===== src/rtl/cart_loader_if.sv =====
// Bundle of the HPS ioctl download stream, the cartridge RAM ports and the loader status.
// master = the loader, slave = the environment that feeds bytes and owns the RAM.
interface cart_loader_if #(
  parameter int AW = 16
);
  logic          ioctl_download;
  logic          ioctl_wr;
  logic [24:0]   ioctl_addr;
  logic [7:0]    ioctl_dout;
  logic [AW-1:0] ram_wraddress;
  logic [7:0]    ram_data;
  logic          ram_wren;
  logic [AW-1:0] ram_rdaddress;
  logic [7:0]    ram_q;
  logic [AW:0]   rom_size;
  logic [AW-1:0] rom_mask;
  logic          overflow;
  logic          busy;
  logic          done;
  logic          cart_reset;

  modport master (
    input  ioctl_download, ioctl_wr, ioctl_addr, ioctl_dout, ram_q,
    output ram_wraddress, ram_data, ram_wren, ram_rdaddress,
    output rom_size, rom_mask, overflow, busy, done, cart_reset
  );

  modport slave (
    output ioctl_download, ioctl_wr, ioctl_addr, ioctl_dout, ram_q,
    input  ram_wraddress, ram_data, ram_wren, ram_rdaddress,
    input  rom_size, rom_mask, overflow, busy, done, cart_reset
  );
endinterface


===== src/rtl/cart_loader.sv =====
// Writes the ioctl ROM download into cartridge RAM (1-cycle registered write), then pads/mirrors it up to MIN_SIZE.
// No backpressure: every strobe is taken; post-fill runs at 1 byte/cycle (pad) or 2 cycles/byte (mirror).
module cart_loader #(
  parameter int         AW       = 16,
  parameter int         MIN_SIZE = 4096,
  parameter logic [7:0] PAD_BYTE = 8'hFF
) (
  input  logic          clock,
  input  logic          reset,
  cart_loader_if.master bus
);

  typedef enum logic [2:0] {IDLE, LOAD, PAD, MIR_RD, MIR_WR, DONE} state_t;

  localparam logic [AW:0] MIN_W = (AW+1)'(MIN_SIZE);

  state_t        state_q, state_d;
  logic          dl_q;
  logic [AW:0]   rom_size_q, rom_size_d;
  logic [AW:0]   dst_q, dst_d;
  logic [AW:0]   p2_q, p2_d;
  logic [AW-1:0] rom_mask_q, rom_mask_d;
  logic          overflow_q, overflow_d;
  logic          wr_pend_q, wr_pend_d;
  logic [AW-1:0] wr_addr_q, wr_addr_d;
  logic [7:0]    wr_data_q, wr_data_d;

  logic          dl_rise, dl_fall, in_range, strobe_ok;
  logic [AW:0]   addr_p1, size_upd, p2_new, p2m1;
  logic          fill_wren;
  logic [AW-1:0] fill_addr, rd_addr;
  logic [7:0]    fill_data;

  function automatic logic [AW:0] next_pow2(input logic [AW:0] n);
    logic [AW:0] p;
    logic        found;
    p     = (AW+1)'(1);
    found = 1'b0;
    for (int i = 0; i <= AW; i++) begin
      if (!found && (((AW+1)'(1) << i) >= n)) begin
        p     = (AW+1)'(1) << i;
        found = 1'b1;
      end
    end
    return p;
  endfunction

  function automatic logic [AW-1:0] mask_of(input logic [AW:0] p);
    return AW'(((p > MIN_W) ? p : MIN_W) - (AW+1)'(1));
  endfunction

  assign dl_rise   = bus.ioctl_download & ~dl_q;
  assign dl_fall   = ~bus.ioctl_download & dl_q;
  assign in_range  = (bus.ioctl_addr[24:AW] == '0);
  assign addr_p1   = {1'b0, bus.ioctl_addr[AW-1:0]} + (AW+1)'(1);
  assign strobe_ok = (state_q == LOAD) && bus.ioctl_wr && in_range;
  // A strobe in the falling-edge cycle must count towards the size used for the post-fill plan.
  assign size_upd  = (strobe_ok && (addr_p1 > rom_size_q)) ? addr_p1 : rom_size_q;
  assign p2_new    = next_pow2(size_upd);
  assign p2m1      = p2_q - (AW+1)'(1);

  always_comb begin
    state_d    = state_q;
    rom_size_d = rom_size_q;
    dst_d      = dst_q;
    p2_d       = p2_q;
    rom_mask_d = rom_mask_q;
    overflow_d = overflow_q;
    wr_pend_d  = 1'b0;
    wr_addr_d  = wr_addr_q;
    wr_data_d  = wr_data_q;
    fill_wren  = 1'b0;
    fill_addr  = '0;
    fill_data  = '0;
    rd_addr    = '0;

    if (dl_rise && (state_q != LOAD)) begin
      // New download wins over everything, including an unfinished post-fill.
      state_d    = LOAD;
      rom_size_d = '0;
      overflow_d = 1'b0;
    end else begin
      case (state_q)
        LOAD: begin
          if (bus.ioctl_wr) begin
            if (in_range) begin
              wr_pend_d  = 1'b1;
              wr_addr_d  = bus.ioctl_addr[AW-1:0];
              wr_data_d  = bus.ioctl_dout;
              rom_size_d = size_upd;
            end else begin
              overflow_d = 1'b1;
            end
          end
          if (dl_fall) begin
            p2_d = p2_new;
            if (size_upd == '0) begin
              state_d    = DONE;
              rom_mask_d = AW'(MIN_SIZE - 1);
            end else if (p2_new > size_upd) begin
              state_d = PAD;
              dst_d   = size_upd;
            end else if (p2_new < MIN_W) begin
              state_d = MIR_RD;
              dst_d   = p2_new;
            end else begin
              state_d    = DONE;
              rom_mask_d = mask_of(p2_new);
            end
          end
        end
        PAD: begin
          // Yield the write port to a byte still in flight from the last LOAD cycle.
          if (!wr_pend_q) begin
            fill_wren = 1'b1;
            fill_addr = dst_q[AW-1:0];
            fill_data = PAD_BYTE;
            dst_d     = dst_q + (AW+1)'(1);
            if (dst_q == p2m1) begin
              if (p2_q < MIN_W) begin
                state_d = MIR_RD;
              end else begin
                state_d    = DONE;
                rom_mask_d = mask_of(p2_q);
              end
            end
          end
        end
        MIR_RD: begin
          rd_addr = AW'(dst_q & p2m1);
          state_d = MIR_WR;
        end
        MIR_WR: begin
          fill_wren = 1'b1;
          fill_addr = dst_q[AW-1:0];
          fill_data = bus.ram_q;
          if (dst_q == MIN_W - (AW+1)'(1)) begin
            state_d    = DONE;
            rom_mask_d = mask_of(p2_q);
          end else begin
            dst_d   = dst_q + (AW+1)'(1);
            state_d = MIR_RD;
          end
        end
        IDLE, DONE: ;
        default: state_d = IDLE;
      endcase
    end
  end

  always_ff @(posedge clock) begin
    if (reset) begin
      state_q    <= IDLE;
      dl_q       <= 1'b0;
      rom_size_q <= '0;
      dst_q      <= '0;
      p2_q       <= '0;
      rom_mask_q <= AW'(MIN_SIZE - 1);
      overflow_q <= 1'b0;
      wr_pend_q  <= 1'b0;
      wr_addr_q  <= '0;
      wr_data_q  <= '0;
    end else begin
      state_q    <= state_d;
      dl_q       <= bus.ioctl_download;
      rom_size_q <= rom_size_d;
      dst_q      <= dst_d;
      p2_q       <= p2_d;
      rom_mask_q <= rom_mask_d;
      overflow_q <= overflow_d;
      wr_pend_q  <= wr_pend_d;
      wr_addr_q  <= wr_addr_d;
      wr_data_q  <= wr_data_d;
    end
  end

  assign bus.ram_wren      = wr_pend_q | fill_wren;
  assign bus.ram_wraddress = wr_pend_q ? wr_addr_q : fill_addr;
  assign bus.ram_data      = wr_pend_q ? wr_data_q : fill_data;
  assign bus.ram_rdaddress = rd_addr;
  assign bus.rom_size      = rom_size_q;
  assign bus.rom_mask      = rom_mask_q;
  assign bus.overflow      = overflow_q;
  assign bus.busy          = (state_q == PAD) || (state_q == MIR_RD) || (state_q == MIR_WR);
  assign bus.done          = (state_q == DONE);
  assign bus.cart_reset    = bus.ioctl_download | bus.busy | reset;

endmodule


===== src/flat_wrapper.sv =====
// flat-port wrapper written by rule: the top's interface ports become plain ports
module cart_loader_flat 
#(
  parameter int         AW       = 16,
  parameter int         MIN_SIZE = 4096,
  parameter logic [7:0] PAD_BYTE = 8'hFF
)
  (clock, reset, bus_ioctl_download, bus_ioctl_wr, bus_ioctl_addr, bus_ioctl_dout, bus_ram_q, bus_ram_wraddress, bus_ram_data, bus_ram_wren, bus_ram_rdaddress, bus_rom_size, bus_rom_mask, bus_overflow, bus_busy, bus_done, bus_cart_reset);
  cart_loader_if #(.AW(AW)) bus_i ();
  input  logic clock;
  input  logic reset;
  input wire logic [$bits(bus_i.ioctl_download)-1:0] bus_ioctl_download;
  input wire logic [$bits(bus_i.ioctl_wr)-1:0] bus_ioctl_wr;
  input wire logic [$bits(bus_i.ioctl_addr)-1:0] bus_ioctl_addr;
  input wire logic [$bits(bus_i.ioctl_dout)-1:0] bus_ioctl_dout;
  input wire logic [$bits(bus_i.ram_q)-1:0] bus_ram_q;
  output wire logic [$bits(bus_i.ram_wraddress)-1:0] bus_ram_wraddress;
  output wire logic [$bits(bus_i.ram_data)-1:0] bus_ram_data;
  output wire logic [$bits(bus_i.ram_wren)-1:0] bus_ram_wren;
  output wire logic [$bits(bus_i.ram_rdaddress)-1:0] bus_ram_rdaddress;
  output wire logic [$bits(bus_i.rom_size)-1:0] bus_rom_size;
  output wire logic [$bits(bus_i.rom_mask)-1:0] bus_rom_mask;
  output wire logic [$bits(bus_i.overflow)-1:0] bus_overflow;
  output wire logic [$bits(bus_i.busy)-1:0] bus_busy;
  output wire logic [$bits(bus_i.done)-1:0] bus_done;
  output wire logic [$bits(bus_i.cart_reset)-1:0] bus_cart_reset;
  assign bus_i.ioctl_download = bus_ioctl_download;
  assign bus_i.ioctl_wr = bus_ioctl_wr;
  assign bus_i.ioctl_addr = bus_ioctl_addr;
  assign bus_i.ioctl_dout = bus_ioctl_dout;
  assign bus_i.ram_q = bus_ram_q;
  assign bus_ram_wraddress = bus_i.ram_wraddress;
  assign bus_ram_data = bus_i.ram_data;
  assign bus_ram_wren = bus_i.ram_wren;
  assign bus_ram_rdaddress = bus_i.ram_rdaddress;
  assign bus_rom_size = bus_i.rom_size;
  assign bus_rom_mask = bus_i.rom_mask;
  assign bus_overflow = bus_i.overflow;
  assign bus_busy = bus_i.busy;
  assign bus_done = bus_i.done;
  assign bus_cart_reset = bus_i.cart_reset;
  cart_loader #(.AW(AW), .MIN_SIZE(MIN_SIZE), .PAD_BYTE(PAD_BYTE)) u_core (.clock(clock), .reset(reset), .bus(bus_i));
endmodule

===== config.mk =====
export PLATFORM = sky130hd
export DESIGN_NAME = cart_loader_flat
export DESIGN_NICKNAME = d
export VERILOG_FILES = /design/src/rtl/cart_loader_if.sv /design/src/rtl/cart_loader.sv /design/src/flat_wrapper.sv
export SDC_FILE = /design/constraint.sdc
export NUM_CORES = 1
export LEC_CHECK = 0
export CORE_ASPECT_RATIO = 0.75
export CORE_MARGIN = 4
export CORE_UTILIZATION = 61
export CTS_CLUSTER_SIZE = 25
export DETAILED_ROUTE_END_ITERATION = 10
export GPL_TIMING_DRIVEN = 1
export PLACE_DENSITY = 0.89
export SETUP_SLACK_MARGIN = 0.4
export SYNTH_ARGS = -nofsm -noshare
export SYNTH_HDL_FRONTEND = slang
export SYNTH_SLANG_ARGS = --single-unit

===== constraint.sdc =====
create_clock -name clock -period 19.9 [get_ports clock]
set_clock_uncertainty 0.05 [all_clocks]
set_input_delay 1.99 -clock clock [delete_from_list [all_inputs] [get_ports clock]]
set_output_delay 1.99 -clock clock [all_outputs]
set_load 0.02 [all_outputs]

==> results of run 1 <==
==> synth_stat cells, drive strengths merged, types with 20 or more instances <==
| master | count |
|---|---|
| ha | 54 |
| dfxtp | 97 |
| nor4 | 43 |
| inv | 42 |
| mux2i | 42 |
| o21ai | 71 |
| nand3 | 44 |
| nor2 | 150 |
| buf | 27 |
| and3 | 20 |
| nor3 | 41 |
| nand4 | 26 |
| and2 | 24 |
| nand2 | 106 |
| a21oi | 101 |
| clkbuf | 54 |
==> cell families after synthesis <==
kind of cell	count (synthesis)
AO/OA/AOI/OAI	322
XOR/XNOR	33
adder cells (fa/ha/maj)	54
buffers and inverters	124
flip-flops	97
multiplexers	49
other	1
AND/OR/NAND/NOR	530
==> power by group <==
part	total, W	internal, W	switching, W
logic	0.0000624	0.0000234	0.0000390
clock network	0.000184	0.0000997	0.0000839
registers	0.000197	0.000195	0.00000146
==> registers in the layout, indices dropped and copies added (netlist names) <==
| register | flops |
|---|---|
| u_core.bus.overflow | 1 |
| u_core.state_q | 3 |
| u_core.bus.rom_mask | 16 |
| u_core.bus.rom_size | 17 |
| u_core.p2_q | 17 |
| u_core.dst_q | 17 |
| u_core.wr_addr_q | 16 |
| u_core.wr_pend_q | 1 |
| u_core.dl_q | 1 |
| u_core.wr_data_q | 8 |
==> per-layer routing <==
metal / vias to the layer above / routed length, um
li1: 4574 / -
met4: 0 / 714
met5: - / 0
met2: 752 / 12600
met3: 74 / 5080
met1: 4585 / 12800
==> worst max path at each step <==
stage / endpoint / slack (ns) / cells past startpoint
after floorplan: u_core.bus.rom_mask[2] / 12.17 / 27
after global placement: u_core.dst_q[13] / 9.92 / 26
after detailed placement: u_core.dst_q[0] / 9.42 / 27
after CTS: u_core.dst_q[0] / 9.76 / 27
after global routing: u_core.dst_q[0] / 8.94 / 27
final: u_core.dst_q[0] / 9.42 / 27
==> tightest hold or removal path: cells and delay by family (launching register included) <==
family          cells  cell delay, ns
compound gates      1            0.05
flops               1            0.31
simple gates        1            0.05
==> cell type report <==
type / instances / area [um2] / share of cell area, %
inverters: 42 / 160 / 1.54
clock buffers: 9 / 225 / 2.16
repair buffers: 134 / 1310 / 12.6
clock inverters: 7 / 85.1 / 0.818
multi-input cells: 990 / 6440 / 61.9
flip-flops and latches: 97 / 1940 / 18.7
well taps: 200 / 250 / 2.40
==> per-stage QoR <==
stage	setup WS, ns	cells	hold slack [ns]	area, um2
6_report	9.42	1479	0.403	10400
5_1_grt	8.94	1479	0.423	10400
3_3_place_gp	9.92	1463	0.394	10100
4_1_cts	9.76	1479	0.403	10400
3_5_place_dp	9.42	1463	0.393	10100
2_1_floorplan	12.17	1211	0.395	8990
==> results.sh, run 1 <==
export IMPL_outcome="finished, final reports clean"
export IMPL_cp_top_family="compound AO/OA/AOI/OAI gates"
export IMPL_path_buf_inv=2
export IMPL_io_buffers=122
export IMPL_slowest_delay_ns=0.72
export IMPL_max_freq_mhz=95.4
export IMPL_drtPass1Iterations=7
export IMPL_cp_required_ns=20.10
export IMPL_viasPerCell=6.75
export IMPL_ioPinCount=123
export IMPL_ys_seq_area_share_pct=21.6
export IMPL_min_period_ns=10.48
export IMPL_cp_start_kind="primary input"
export IMPL_worst_pin_slew_ns=1.05
export IMPL_max_clock_path_buffers=2
export IMPL_cts_buffers=9
export IMPL_h_tree_depth=3
export IMPL_yosys_top_cells_area="dfxtp_1 22%, ha_1 7.5%, nor2_1 6.3%"
export IMPL_die_h_um=113
export IMPL_setup_viol=0
export IMPL_cts_setup_buffers=0
export IMPL_die_area_mm2=0.0168
export IMPL_post_drt_wl_per_cell_um=21.1
export IMPL_drc=0
export IMPL_antenna_found_initial=0
export IMPL_syn_inst=1210
export IMPL_cts_tree="built"
export IMPL_hold_depth=2
export IMPL_reg2reg_from="u_core.bus.rom_size[16]"
export IMPL_rsz0062_at_grt="no"
export IMPL_fin_crit_sh_pct=52.7
export IMPL_final_common_cell="nor2_1"
export IMPL_yosys_area_share_simple_pct=30.8
export IMPL_grt_overflow=0
export IMPL_core_mm2=0.0145
export IMPL_worstPathArrival_ns=10.68
export IMPL_cpMostUsedCell="ha_1"
export IMPL_use_met2_pct=51.9
export IMPL_synth_distinct_cells=100
export IMPL_wirelength_mm=31.2
export IMPL_grt_pass1_wl_mm=48.5
export IMPL_final_cell_mix="150 x nor2_1, 121 x clkdlybuf4s50_1, 105 x nand2_1"
export IMPL_use_met1_pct=51.9
export IMPL_syn_area_mm2=0.00899
export IMPL_clk_latency_ns=0.36
export IMPL_tns_ns=0
export IMPL_syn_area_per_cell_um2=7.43
export IMPL_drv_cap=0
export IMPL_synth_top_family_by_area="simple AND/OR/NAND/NOR gates"
export IMPL_synth_seq_cells=97
export IMPL_hold_path_class="reg2reg"
export IMPL_worstSetupStartpoint="bus_ioctl_addr[0]"
export IMPL_reg2reg_slack_ns=12.55
export IMPL_ant_nets=0
export IMPL_first_global_vias=8901
export IMPL_synthMuxAreaShare_pct=5.60
export IMPL_nFillCells=1224
export IMPL_nets=1373
export IMPL_leakage_nw=3.93
export IMPL_clk_pin_slew_ns=0.07
export IMPL_use_met3_pct=11.7
export IMPL_gp_congestion=1.09
export IMPL_synth_edff_count=0
export IMPL_p_total_w=0.000443
export IMPL_synthFlopType="dfxtp_1"
export IMPL_yosysTopAreaCellShare_pct=21.6
export IMPL_slew_violations=0
export IMPL_max_slew_margin_pct=29.7
export IMPL_area_growth_pct=15.8
export IMPL_antenna_cells=0
export IMPL_synthAdderAreaFrac_pct=7.52
export IMPL_cts_resized_gates=0
export IMPL_postCtsHoldBufs=0
export IMPL_finalHoldViolCount=0
export IMPL_r2r_cells=23
export IMPL_async_reset_ff_share_pct=0
export IMPL_min_to="u_core.bus.rom_mask[15]"
export IMPL_synth_compound_area_share_pct=24.2
export IMPL_drtIter0Drc=1727
export IMPL_critPathKind="in2reg"
export IMPL_final_core_util_pct=72.0
export IMPL_r2r_end="u_core.dst_q[0]"
export IMPL_busiest_layer="met2"
export IMPL_powerDensity_mw_per_mm2=42.5
export IMPL_rows=38
export IMPL_peakVddDrop_mv=0.0443
export IMPL_cp_end_kind="register"
export IMPL_synth_xor_area_share_pct=3.38
export IMPL_grt_usage_pct=36.0
export IMPL_cts_sinks=97
export IMPL_hpwl_mm=23.9
export IMPL_grt_max_degree=69
export IMPL_ys_warn_count=0
export IMPL_drive_gt1_share_pct=6.72
export IMPL_cts_root_buf="clkbuf_16"
export IMPL_hp_start="u_core.bus.rom_mask[15]"
export IMPL_worstPathMaxFanout=31
export IMPL_start_util_pct=62.2
export IMPL_die_width_um=148
export IMPL_synth_area_leader_cell="dfxtp_1"
export IMPL_vias=9985
export IMPL_slowest_stage="nor4_1"
Power figures use the tool's default switching activity.
==> run 2, diff against run 1 <==
- CORE_UTILIZATION: 61 -> 57
- PLACE_DENSITY: 0.89 -> 0.85
- clock period: 19.9 -> 10.1 ns (I/O delays scaled with it)
==> run 2 against run 1 <==
Against the previous run: worst setup slack got worse by 8.6 ns; power rose by 97%; die area rose by 6.6%; cell area rose by 0.42%; sequential share of layout area fell by 0.078 points; sequential power rose by 96%; critical path depth fell by 2; via count fell by 0.41%; final cell count rose by 0.61%; wire length rose by 4.2%.
==> results.sh, run 2 (synthesis results as in run 1) <==
export IMPL_worst_pin_slew_ns=1.15
export IMPL_antenna_found_initial=0
export IMPL_die_area_mm2=0.0179
export IMPL_peakVddDrop_mv=0.0858
export IMPL_ioPinCount=123
export IMPL_p_total_w=0.000874
export IMPL_highest_layer="met5"
export IMPL_tns_ns=0
export IMPL_fin_crit_sh_pct=92.0
export IMPL_worstPathArrival_ns=9.50
export IMPL_rows=39
export IMPL_powerDensity_mw_per_mm2=83.6
export IMPL_clk_latency_ns=0.36
export IMPL_met1_length_mm=14.1
export IMPL_core_mm2=0.0153
export IMPL_drc=0
export IMPL_min_period_ns=9.30
export IMPL_cts_buffers=9
export IMPL_rsz0062_at_grt="no"
export IMPL_grt_max_degree=70
export IMPL_final_cell_mix="150 x nor2_1, 121 x clkdlybuf4s50_1, 105 x nand2_1"
export IMPL_hold_depth=2
export IMPL_max_slew_margin_pct=23.1
export IMPL_die_h_um=117
export IMPL_ant_nets=0
export IMPL_placed_cell_area_mm2=0.0101
export IMPL_reg2reg_slack_ns=2.87
export IMPL_leakage_nw=3.95
export IMPL_hold_path_class="reg2reg"
export IMPL_vias=9944
export IMPL_cp_end_kind="register"
export IMPL_regArea_mm2=0.00194
export IMPL_hp_start="u_core.bus.rom_mask[15]"
export IMPL_cts_root_buf="clkbuf_16"
export IMPL_max_clock_path_buffers=2
export IMPL_grt_pass1_wl_mm=49.8
export IMPL_io_buffers=122
export IMPL_outcome="finished, final reports clean"
export IMPL_r2r_end="u_core.dst_q[0]"
export IMPL_cp_start_kind="primary input"
export IMPL_cts_sinks=97
export IMPL_clk_pin_slew_ns=0.08
export IMPL_area_growth_pct=16.2
export IMPL_hpwl_mm=25.0
export IMPL_r2r_cells=20
export IMPL_final_core_util_pct=68.2
export IMPL_viasPerCell=6.68
export IMPL_cts_tree="built"
export IMPL_met3_length_mm=5.03
export IMPL_die_width_um=153
export IMPL_min_to="u_core.bus.rom_mask[15]"
export IMPL_worstSetupStartpoint="bus_ioctl_addr[0]"
export IMPL_final_common_cell="nor2_1"
export IMPL_setup_viol=0
export IMPL_drv_cap=0
export IMPL_nFillCells=1347
export IMPL_finalHoldViolCount=0
export IMPL_wirelength_mm=32.5
export IMPL_drive_gt1_share_pct=7.09
export IMPL_drtIter0Drc=1203
export IMPL_grt_overflow=0
export IMPL_multiInputGateArea_mm2=0.00644
export IMPL_first_global_vias=8801
export IMPL_reg2reg_from="u_core.bus.rom_size[16]"
export IMPL_nets=1377
export IMPL_antenna_cells=0
export IMPL_h_tree_depth=3
export IMPL_postCtsHoldBufs=0
export IMPL_post_drt_wl_per_cell_um=21.9
export IMPL_start_util_pct=58.7
export IMPL_gp_congestion=1.03
export IMPL_critPathKind="in2reg"
export IMPL_slew_violations=0
export IMPL_fin_area_mm2=0.0104
export IMPL_wl_met2_mm=12.6
export IMPL_max_freq_mhz=108
export IMPL_drtPass1Iterations=6
export IMPL_worstPathMaxFanout=22
export IMPL_grt_usage_pct=35.1
export IMPL_cp_required_ns=10.31
==> run 2: cell count changes in the layout (fill, tap and decap cells not counted), sizes merged <==
cell	previous run	this run
clkinvlp	1	0
buf	13	17
inv	45	43
clkinv	2	6
bufinv	1	0
==> run 2: per-stage QoR <==
stage	setup WS, ns	std cells	hold WS, ns
2_1_floorplan	3.35	1211	0.395
3_3_place_gp	1.07	1472	0.392
3_5_place_dp	0.684	1472	0.398
4_1_cts	1.02	1488	0.407
5_1_grt	0.417	1488	0.433
6_report	0.805	1488	0.404
==> run 2: final cells by class <==
cell class	count	share of cell area, %
multi-input cells	990	61.7
flip-flops and latches	97	18.6
repair buffers	138	12.8
well taps	205	2.45
clock buffers	9	2.16
inverters	42	1.53
clock inverters	7	0.826
==> run 2: power breakdown <==
part | internal, W | switching [W]
Clock | 0.000177 | 0.000185
Combinational | 0.0000468 | 0.0000785
Sequential | 0.000384 | 0.00000274
Total | 0.000608 | 0.000266
==> run 2: routing by layer <==
metal,track usage [%],vias to the layer above
met3,13.2,77
met4,8.49,2
met5,2.12,-
met1,51.0,4543
met2,48.7,723
li1,-,4599
==> run 2: worst max-delay path: stages <==
cell and delay, ns:
clkdlybuf4s50_1 0.70, ha_1 0.51, and4_4 0.36, nand3_1 0.18
nor2_1 0.19, xor2_1 0.38, ha_1 0.33, nand4_1 0.23
nor4_1 0.13, a22o_1 0.27, o31ai_2 0.55, buf_4 0.37
nor4_1 0.13, or2_1 0.23, o211ai_2 0.29, inv_2 0.12
ha_1 0.38, a2111oi_0 0.69, o211ai_1 0.17, o21ai_0 0.50
o211ai_4 0.26, o31ai_4 0.47, a21o_1 0.59, nor3_1 0.13
a2111oi_2 0.32
==> run 2: worst max-delay path by stage <==
stage,cells past startpoint,to,slack (ns)
4_1_cts,24,u_core.dst_q[0],1.02
2_1_floorplan,27,u_core.bus.rom_mask[2],3.35
6_report,25,u_core.dst_q[0],0.80
5_1_grt,25,u_core.dst_q[0],0.42
3_3_place_gp,24,u_core.dst_q[0],1.07
3_5_place_dp,24,u_core.dst_q[0],0.68
==> run 2: repair_timing <==
item,in CTS,in global routing
buffers inserted,0,0
setup endpoints to repair,0,22
gates resized for setup,0,2
==> run 3, diff against run 2 <==
- GPL_TIMING_DRIVEN: 1 -> 0
- SKIP_CTS_REPAIR_TIMING: unset -> 1
==> run 3 against run 2 <==
Against the previous run: combinational power is 9% higher; power is 0.35% higher; clock power is 2% lower; non-clock buffer count is 60 higher.
==> results.sh, run 3 (synthesis results as in run 1) <==
export IMPL_slew_violations=0
export IMPL_cts_root_buf="clkbuf_16"
export IMPL_rows=39
export IMPL_drive_gt1_share_pct=7.52
export IMPL_grt_overflow=0
export IMPL_worst_pin_slew_ns=1.17
export IMPL_r2r_cells=24
export IMPL_switchingPower_w=0.000269
export IMPL_ioPinCount=123
export IMPL_reg2reg_from="u_core.bus.rom_size[16]"
export IMPL_drtIter0Drc=1754
export IMPL_start_util_pct=58.7
export IMPL_h_tree_depth=3
export IMPL_max_slew_margin_pct=21.6
export IMPL_multiInputGateArea_mm2=0.00643
export IMPL_die_area_mm2=0.0179
export IMPL_cp_required_ns=10.34
export IMPL_seqPwrFrac_pct=44.0
export IMPL_clkPwrFrac_pct=40.5
export IMPL_r2r_end="u_core.dst_q[3]"
export IMPL_gp_congestion=1.09
export IMPL_max_freq_mhz=107
export IMPL_cts_tree="built"
export IMPL_grt_max_degree=20
export IMPL_final_cell_mix="150 x nor2_1, 116 x clkdlybuf4s50_1, 105 x nand2_1"
export IMPL_powerDensity_mw_per_mm2=81.9
export IMPL_area_growth_pct=19.1
export IMPL_rsz0062_at_grt="no"
export IMPL_first_global_vias=9325
export IMPL_antenna_cells=0
export IMPL_tns_ns=0
export IMPL_antenna_found_initial=1
export IMPL_post_drt_wl_per_cell_um=23.0
export IMPL_leakage_nw=4.06
export IMPL_io_buffers=116
export IMPL_regArea_mm2=0.00194
export IMPL_nFillCells=1341
export IMPL_die_h_um=117
export IMPL_hp_start="u_core.bus.rom_mask[15]"
export IMPL_die_width_um=153
export IMPL_min_to="u_core.bus.rom_mask[15]"
export IMPL_ant_nets=0
export IMPL_fin_crit_sh_pct=92.8
export IMPL_p_total_w=0.000877
export IMPL_hpwl_mm=27.9
export IMPL_cp_end_kind="register"
export IMPL_min_period_ns=9.37
export IMPL_vias=10478
export IMPL_hold_path_class="reg2reg"
export IMPL_dp_cells=1532
export IMPL_setup_viol=0
export IMPL_grt_pass1_wl_mm=53.6
export IMPL_outcome="finished, final reports clean"
export IMPL_worstPathMaxFanout=10
export IMPL_core_mm2=0.0153
export IMPL_drc=0
export IMPL_critPathKind="in2reg"
export IMPL_hold_depth=2
export IMPL_clk_pin_slew_ns=0.08
export IMPL_cp_start_kind="primary input"
export IMPL_grt_usage_pct=38.6
export IMPL_worstPathArrival_ns=9.61
export IMPL_drtPass1Iterations=7
export IMPL_cts_buffers=9
export IMPL_viasPerCell=6.77
export IMPL_clk_latency_ns=0.37
export IMPL_combPwrFrac_pct=15.5
export IMPL_power_share_switching_pct=30.6
export IMPL_instances_no_fill=1548
export IMPL_cts_sinks=97
export IMPL_reg2reg_slack_ns=2.50
export IMPL_p_int_w=0.000608
export IMPL_nets=1437
export IMPL_finalHoldViolCount=0
export IMPL_peakVddDrop_mv=0.0779
export IMPL_drv_cap=0
export IMPL_final_common_cell="nor2_1"
export IMPL_wirelength_mm=35.7
export IMPL_max_clock_path_buffers=2
==> run 3: worst max-delay path, cell delays in order <==
cell and delay, ns:
clkdlybuf4s50_1 0.57, ha_1 0.23, and4_4 0.24, buf_6 0.14, nand3_1 0.18, nor4_1 0.77, ha_1 0.28, nand4_1 0.26
nor4_1 0.47, a22o_1 0.32, o31a_1 0.35, mux2i_1 0.49, o211ai_1 0.15, a21boi_0 0.94, nor4_4 0.19, nand2_1 0.12
ha_1 0.15, nor2b_1 0.05, o21a_1 0.15, o21ai_0 0.14, a21oi_1 0.08, o21ai_0 0.56, o211a_1 0.43, clkbuf_1 0.41
o21ai_0 0.14, a21oi_1 0.44, o21ai_0 0.17, a21oi_1 0.16
==> run 3: final cells by class <==
cell class / count / area share [%]
Inverter: 42 / 1.50
Multi-Input combinational cell: 990 / 60.1
Clock buffer: 9 / 2.10
Clock inverter: 7 / 0.666
Buffer: 82 / 4.29
Timing Repair Buffer: 116 / 10.8
Sequential cell: 97 / 18.1
Tap cell: 205 / 2.40
==> run 3: metrics by stage <==
step,worst slack (ns),utilization [%],hold WS [ns],area [um2]
floorplan,3.35,-,0.395,8990
global placement,0.891,67.9,0.391,10400
detailed placement,0.823,67.9,0.398,10400
CTS,1.19,69.9,0.409,10700
global route,0.469,69.9,0.439,10700
finish,0.731,69.9,0.412,10700
==> run 3: power groups by stage <==
stage | combinational, W | sequential [W] | clock, W
5_1_grt | 0.000143 | 0.000387 | 0.000370
4_1_cts | 0.000130 | 0.000386 | 0.000356
2_1_floorplan | 0.0000770 | 0.000396 | 0
3_5_place_dp | 0.000129 | 0.000395 | 0
6_report | 0.000136 | 0.000386 | 0.000355
3_3_place_gp | 0.000127 | 0.000395 | 0
==> run 3: routing by layer <==
layer,part of all wire [%],GRT usage [%],vias to the layer above
li1,-,-,4712
met1,42,54.3,4848
met2,39,54.1,824
met3,17,16.5,90
met4,2.3,9.50,4
met5,0.21,2.91,-
==> run 3: how the worst max path moves through the flow <==
stage                            from                      to  slack, ns  depth (start not counted)
floorplan           bus_ioctl_addr[1]  u_core.bus.rom_mask[2]       3.35                         27
global placement    bus_ioctl_addr[0]  u_core.bus.rom_mask[9]       0.89                         27
detailed placement  bus_ioctl_addr[0]  u_core.bus.rom_mask[9]       0.82                         28
CTS                 bus_ioctl_addr[0]  u_core.bus.rom_mask[9]       1.19                         28
global route        bus_ioctl_addr[0]  u_core.bus.rom_mask[9]       0.47                         28
finish              bus_ioctl_addr[0]         u_core.dst_q[3]       0.73                         28
